$ cat config.mk
export PLATFORM = sky130hd
export DESIGN_NAME = spi_led_responder_flat
export DESIGN_NICKNAME = d
export VERILOG_FILES = /design/src/rtl/spi_led_responder_if.sv /design/src/rtl/spi_led_responder.sv /design/src/flat_wrapper.sv
export SDC_FILE = /design/constraint.sdc
export NUM_CORES = 1
export LEC_CHECK = 0
export ABC_CLOCK_PERIOD_IN_PS = 2450
export CORE_MARGIN = 1.5
export CORE_UTILIZATION = 25
export CTS_BUF_LIST = sky130_fd_sc_hd__clkbuf_4 sky130_fd_sc_hd__clkbuf_8
export DETAILED_ROUTE_END_ITERATION = 10
export GPL_ROUTABILITY_DRIVEN = 0
export RECOVER_POWER = 50
export SLEW_MARGIN = 20
export SYNTH_ARGS = -nofsm -noshare
export SYNTH_HDL_FRONTEND = slang
export SYNTH_SLANG_ARGS = --single-unit
$ cat constraint.sdc
create_clock -name clk -period 2.45 [get_ports clk]
set_input_delay 0.3675 -clock clk [delete_from_list [all_inputs] [get_ports clk]]
set_output_delay 0.3675 -clock clk [all_outputs]
set_load 0.02 [all_outputs]
$ cat src/rtl/spi_led_responder_if.sv
// SPI bus between the SAMD51 (master) and the iCE40 LED responder (slave).
// Mode 0, with SCK idling low.
interface spi_led_responder_if;
  logic spi_cs_n;
  logic spi_sck;
  logic spi_mosi;
  logic spi_miso;
  logic spi_miso_oe;

  modport master (output spi_cs_n, output spi_sck, output spi_mosi,
                  input spi_miso, input spi_miso_oe);
  modport slave  (input spi_cs_n, input spi_sck, input spi_mosi,
                  output spi_miso, output spi_miso_oe);
endinterface

$ cat src/rtl/spi_led_responder.sv
// SPI mode-0 responder, oversampled by the system clock.
// It receives a 16-bit LED frame and returns the synchronized button state.
// Handshake: none on the SPI side; frame_stb and cmd_err are single-clk pulses.
module spi_led_responder #(
  parameter int         SYNC_STAGES = 2,
  parameter logic [7:0] ID_BYTE     = 8'hA5
) (
  input  logic                clk,
  input  logic                resetn,
  spi_led_responder_if.slave  spi,
  input  logic [1:0]          btn,
  output logic [15:0]         led_frame,
  output logic                frame_stb,
  output logic                cmd_err,
  output logic [2:0]          dbg_state
);

  typedef enum logic [2:0] {
    IDLE   = 3'd0,
    CMD    = 3'd1,
    WR_HI  = 3'd2,
    WR_LO  = 3'd3,
    RD     = 3'd4,
    DONE   = 3'd5,
    IGNORE = 3'd6
  } state_t;

  state_t                     state_q, state_d;
  logic [SYNC_STAGES-1:0]     cs_sync_q, cs_sync_d;
  logic [SYNC_STAGES-1:0]     sck_sync_q, sck_sync_d;
  logic [SYNC_STAGES-1:0]     mosi_sync_q, mosi_sync_d;
  logic [2*SYNC_STAGES-1:0]   btn_sync_q, btn_sync_d;
  logic                       sck_prev_q, sck_prev_d;
  logic                       cs_prev_q, cs_prev_d;
  logic [2:0]                 bit_cnt_q, bit_cnt_d;
  logic [7:0]                 rx_sh_q, rx_sh_d;
  logic [7:0]                 tx_sh_q, tx_sh_d;
  logic [7:0]                 hi_q, hi_d;
  logic [15:0]                led_frame_q, led_frame_d;
  logic                       frame_stb_q, frame_stb_d;
  logic                       cmd_err_q, cmd_err_d;

  logic       cs_s, sck_s, mosi_s;
  logic [1:0] btn_s;
  logic       sck_rise, sck_fall, cs_rise, cs_fall;
  logic [7:0] rx_byte;

  always_comb begin
    cs_s     = cs_sync_q[SYNC_STAGES-1];
    sck_s    = sck_sync_q[SYNC_STAGES-1];
    mosi_s   = mosi_sync_q[SYNC_STAGES-1];
    btn_s    = btn_sync_q[2*SYNC_STAGES-1 -: 2];
    sck_rise = sck_s & ~sck_prev_q;
    sck_fall = ~sck_s & sck_prev_q;
    cs_rise  = cs_s & ~cs_prev_q;
    cs_fall  = ~cs_s & cs_prev_q;
    rx_byte  = {rx_sh_q[6:0], mosi_s};
  end

  always_comb begin
    cs_sync_d   = {cs_sync_q[SYNC_STAGES-2:0], spi.spi_cs_n};
    sck_sync_d  = {sck_sync_q[SYNC_STAGES-2:0], spi.spi_sck};
    mosi_sync_d = {mosi_sync_q[SYNC_STAGES-2:0], spi.spi_mosi};
    btn_sync_d  = {btn_sync_q[2*SYNC_STAGES-3:0], btn};
    sck_prev_d  = sck_s;
    cs_prev_d   = cs_s;
    state_d     = state_q;
    bit_cnt_d   = bit_cnt_q;
    rx_sh_d     = rx_sh_q;
    tx_sh_d     = tx_sh_q;
    hi_d        = hi_q;
    led_frame_d = led_frame_q;
    frame_stb_d = 1'b0;
    cmd_err_d   = 1'b0;

    // Deselect has priority over any SCK edge seen in the same clk.
    if (cs_rise) begin
      state_d   = IDLE;
      bit_cnt_d = 3'd0;
      rx_sh_d   = 8'h00;
      tx_sh_d   = 8'h00;
      hi_d      = 8'h00;
    end else if (cs_fall) begin
      state_d   = CMD;
      bit_cnt_d = 3'd0;
      rx_sh_d   = 8'h00;
      tx_sh_d   = ID_BYTE;
    end else if (!cs_s && state_q != IDLE) begin
      if (sck_rise) begin
        rx_sh_d   = rx_byte;
        bit_cnt_d = bit_cnt_q + 3'd1;
        if (bit_cnt_q == 3'd7) begin
          case (state_q)
            CMD: begin
              if (rx_byte == 8'h01) begin
                state_d = WR_HI;
              end else if (rx_byte == 8'h02) begin
                state_d = RD;
              end else begin
                state_d   = IGNORE;
                cmd_err_d = 1'b1;
              end
            end
            WR_HI: begin
              hi_d    = rx_byte;
              state_d = WR_LO;
            end
            WR_LO: begin
              led_frame_d = {hi_q, rx_byte};
              frame_stb_d = 1'b1;
              state_d     = DONE;
            end
            default: state_d = state_q;
          endcase
        end
      end else if (sck_fall) begin
        // A fall with bit_cnt at 0 closes a byte: load the next outgoing byte.
        if (bit_cnt_q == 3'd0) begin
          tx_sh_d = (state_q == RD) ? {6'b0, btn_s} : 8'h00;
        end else begin
          tx_sh_d = {tx_sh_q[6:0], 1'b0};
        end
      end
    end
  end

  always_ff @(posedge clk or negedge resetn) begin
    if (!resetn) begin
      state_q     <= IDLE;
      cs_sync_q   <= '1;
      sck_sync_q  <= '0;
      mosi_sync_q <= '0;
      btn_sync_q  <= '0;
      sck_prev_q  <= 1'b0;
      cs_prev_q   <= 1'b1;
      bit_cnt_q   <= 3'd0;
      rx_sh_q     <= 8'h00;
      tx_sh_q     <= 8'h00;
      hi_q        <= 8'h00;
      led_frame_q <= 16'h0000;
      frame_stb_q <= 1'b0;
      cmd_err_q   <= 1'b0;
    end else begin
      state_q     <= state_d;
      cs_sync_q   <= cs_sync_d;
      sck_sync_q  <= sck_sync_d;
      mosi_sync_q <= mosi_sync_d;
      btn_sync_q  <= btn_sync_d;
      sck_prev_q  <= sck_prev_d;
      cs_prev_q   <= cs_prev_d;
      bit_cnt_q   <= bit_cnt_d;
      rx_sh_q     <= rx_sh_d;
      tx_sh_q     <= tx_sh_d;
      hi_q        <= hi_d;
      led_frame_q <= led_frame_d;
      frame_stb_q <= frame_stb_d;
      cmd_err_q   <= cmd_err_d;
    end
  end

  assign spi.spi_miso_oe = ~cs_s;
  assign spi.spi_miso    = ~cs_s & tx_sh_q[7];
  assign led_frame       = led_frame_q;
  assign frame_stb       = frame_stb_q;
  assign cmd_err         = cmd_err_q;
  assign dbg_state       = state_q;

endmodule

$ cat src/flat_wrapper.sv
// flat-port wrapper written by rule: the top's interface ports become plain ports
module spi_led_responder_flat 
#(
  parameter int         SYNC_STAGES = 2,
  parameter logic [7:0] ID_BYTE     = 8'hA5
)
  (clk, resetn, btn, led_frame, frame_stb, cmd_err, dbg_state, spi_spi_cs_n, spi_spi_sck, spi_spi_mosi, spi_spi_miso, spi_spi_miso_oe);
  spi_led_responder_if spi_i ();
  input  logic clk;
  input  logic resetn;
  input  logic [1:0] btn;
  output logic [15:0] led_frame;
  output logic frame_stb;
  output logic cmd_err;
  output logic [2:0] dbg_state;
  input wire logic [$bits(spi_i.spi_cs_n)-1:0] spi_spi_cs_n;
  input wire logic [$bits(spi_i.spi_sck)-1:0] spi_spi_sck;
  input wire logic [$bits(spi_i.spi_mosi)-1:0] spi_spi_mosi;
  output wire logic [$bits(spi_i.spi_miso)-1:0] spi_spi_miso;
  output wire logic [$bits(spi_i.spi_miso_oe)-1:0] spi_spi_miso_oe;
  assign spi_i.spi_cs_n = spi_spi_cs_n;
  assign spi_i.spi_sck = spi_spi_sck;
  assign spi_i.spi_mosi = spi_spi_mosi;
  assign spi_spi_miso = spi_i.spi_miso;
  assign spi_spi_miso_oe = spi_i.spi_miso_oe;
  spi_led_responder #(.SYNC_STAGES(SYNC_STAGES), .ID_BYTE(ID_BYTE)) u_core (.clk(clk), .resetn(resetn), .spi(spi_i), .btn(btn), .led_frame(led_frame), .frame_stb(frame_stb), .cmd_err(cmd_err), .dbg_state(dbg_state));
endmodule
==> run_results.csv <==
group,metric,value,unit
worst_setup_path,required,2.68,ns
synthesis,ys_ff_latch,59,
sta,fmax,0.458,GHz
floorplanning,io_pins,30,
cells_and_area,multi_input_area,0.00100,mm2
floorplanning,rows,37,
synthesis,synth-main-ff-cell,"dfrtp_1",
drt,dr_wl_met2,2170,um
drt,wl,4870,um
power_and_ir_drop,p_leak,0.00152,uW
synthesis,synth_nets,218,
clock_tree,clock-sinks,59,
clock_tree,clockBufferDepth,2,
drt,dr.pass1.iters,4,
power_and_ir_drop,powerDensity,840,mW/mm2
floorplanning,initial_core_util,0.256,
clock_tree,insertion_delay,0.34,ns
sta,final_max_slew_viol_count,0,
worst_setup_path,worstPathCellList,"inv_1, ha_1, a2111o_1, mux2_4",
worst_setup_path,endpoint_kind,"register",
worst_setup_path,r2r-start,"u_core.cs_sync_q[1]",
sta,finalSetupViolCount,0,
synthesis,avgSynthCellArea,12.7,um2
worst_setup_path,crit_type,"register to register",
synthesis,synth_edf_count,0,
cells_and_area,fin_util,0.314,
floorplanning,die_x,105,um
cells_and_area,fillers,1036,
cells_and_area,instances_no_fill,384,
grt,grt_max_degree,22,
clock_tree,cts-root-buf,"clkbuf_8",
placement,hpwl,3460,um
flow_run,maxCapViolCount,0,
clock_tree,tritoncts,"done",
clock_tree,htreeDepth,3,
sta,rsz0062_at_grt,"false",
drt,wl_met1,2380,um
drt,via_per_inst,4.23,
clock_tree,clk_pin_slew,0.07,ns
clock_tree,cts_made_buffers,9,
min_path,hold-path-cell-count,0,
worst_setup_path,crit_path_start_kind,"register",
worst_setup_path,critPathMaxFanout,9,
synthesis,synth_seq_area_share,0.565,
floorplanning,die_y,105,um
synthesis,ys_types,41,
grt,grt_pass1_wl,8540,um
drt,via_count,1626,
cells_and_area,fin_nets,255,
sta,tightest_slew,1.05,ns
sta,holdWs,0.349,ns
synthesis,syn_inst,206,
placement,dp_slack,0.411,ns
sta,final-hold-violation-count,0,
placement,port_buffers,29,
drt,wl_per_cell,12.7,um
min_path,hold_class,"register to register",
sta,min_period,2.18,ns
floorplanning,core,0.0102,mm2
cells_and_area,final_cell_mix,"56 x dfrtp_1, 25 x mux2_2, 23 x clkdlybuf4s50_1, 17 x nor2_1, 14 x inv_1",
floorplanning,dieArea,0.0111,mm2
drt,antenna_left,0,
worst_setup_path,critPathLaunch,"u_core.cs_sync_q[1]",
synthesis,synthesis.area,0.00262,mm2
worst_setup_path,cp_data_arrival_time,2.41,ns
worst_setup_path,cpPeakStageDelay,0.73,ns
grt,grt_pass1_vias,1688,
synthesis,async_reset_ff_frac,1.00,
worst_setup_path,cp_slowest_cell,"dfstp_1",
cells_and_area,diodes,0,
run_status,outcome,"finished, final reports clean",
drt,highest_layer,"met4",
sta,fin_ws,0.265,ns
sta,finalCritPeriodShare,0.892,
sta,slew_headroom,0.303,
power_and_ir_drop,peakVddDrop,0.000285,V
worst_setup_path,reg2regPathDepth,4,
worst_setup_path,r2r_slack,0.27,ns
drt,met3_length,221,um
worst_setup_path,r2r-end,"u_core.hi_q[4]",
drt,drc,0,
grt,overflow,0,
cells_and_area,layout_commonest_cell,"dfrtp_1",
sta,skew,0.00871,ns
cells_and_area,seq_area,0.00148,mm2
worst_setup_path,crit_end,"u_core.hi_q[4]",
sta,finalSetupTns,0,ns
clock_tree,cts.repair.resized,0,
synthesis,yosys_warnings,0,
cells_and_area,drive_gt1_frac,0.262,
placement,dp.cells,367,
cells_and_area,syn_to_final_growth,22.8,%
grt,grt.total_usage,0.0993,
drt,first_iter_violations,189,
grt,antenna_found_initial,0,
-- routing by layer --
metal | up-vias | track usage
met4 | 0 | 0.0538
met5 | - | 0
met1 | 789 | 0.132
met2 | 36 | 0.142
li1 | 790 | -
met3 | 11 | 0.0334
-- through the flow --
stage / total power [uW] / area, um2
6_report: 2700 / 3220
5_1_grt: 2860 / 3220
4_1_cts: 2730 / 3220
3_5_place_dp: 1900 / 3020
3_3_place_gp: 1880 / 3020
2_1_floorplan: 1720 / 2620
-- critical path, delay by kind of cell, from the launching register on --
kind	cells	cell delay, ns
DFF	1	0.73
muxes	1	0.36
adders and majority gates	1	0.32
buffers and inverters	1	0.12
AOI/OAI and AO/OA	1	0.54
-- power breakdown --
group	switching (uW)	total, uW	leakage (uW)	internal, uW
clock network	401	824	0.0000915	423
registers	157	1270	0.000775	1110
logic	314	607	0.000654	294
-- state kept, by name, indices dropped and copies added (netlist names), 2 cells and up --
signal / cells
u_core.bit_cnt_q: 3
u_core.tx_sh_q: 8
u_core.hi_q: 8
u_core.sck_sync_q: 2
u_core.rx_sh_q: 7
u_core.btn_sync_q: 4
u_core.dbg_state: 3
u_core.mosi_sync_q: 2
u_core.led_frame: 16
u_core.cs_sync_q: 2
-- final cells by class --
type                       instances  area share
tap                              136      0.0529
timing repair buffer              34      0.0992
inverter                          14      0.0163
multi-input combinational        125       0.312
clock buffer                      11      0.0471
sequential                        59       0.460
clock inverter                     5      0.0117
-- worst min-delay path by stage --
| stage | start | to | slack [ns] |
|---|---|---|---|
| floorplan | resetn | u_core.bit_cnt_q[0] | 0.07 |
| global placement | resetn | u_core.led_frame[12] | 0.33 |
| detailed placement | resetn | u_core.led_frame[12] | 0.34 |
| CTS | u_core.sck_sync_q[0] | u_core.sck_sync_q[1] | 0.35 |
| global route | u_core.sck_sync_q[0] | u_core.sck_sync_q[1] | 0.36 |
| finish | u_core.btn_sync_q[1] | u_core.btn_sync_q[3] | 0.35 |
-- synth_stat cells (all sizes together) (4+ instances only) --
| master | number | area (um2) |
|---|---|---|
| nor2 | 19 | 81.3 |
| ha | 5 | 62.6 |
| inv | 14 | 52.6 |
| and3 | 6 | 37.5 |
| nand2 | 14 | 62.6 |
| dfrtp | 56 | 1400 |
| buf | 4 | 37.5 |
| mux2i | 8 | 80.1 |
| o21ai | 4 | 23.8 |
| nor2b | 4 | 25.0 |
| mux2 | 33 | 402 |
| a21oi | 6 | 30.0 |
-- cell families (layout without fill, tap and decap cells) --
family | count (synthesis) | in the layout | synth area share
AO/OA/AOI/OAI | 20 | 20 | 0.0535
XOR/XNOR | 1 | 1 | 0.00335
adder cells (fa/ha/maj) | 5 | 5 | 0.0239
buffers and inverters | 22 | 64 | 0.0507
flip-flops | 59 | 59 | 0.565
multiplexers | 41 | 41 | 0.184
AND/OR/NAND/NOR | 58 | 58 | 0.119
-- what timing repair did --
| action | in CTS | in global routing |
|---|---|---|
| setup buffers | 0 | 0 |
| endpoints found under the hold margin | 18 | 0 |
| hold buffers | 1 | 0 |
(Power assumes the default switching activity.)
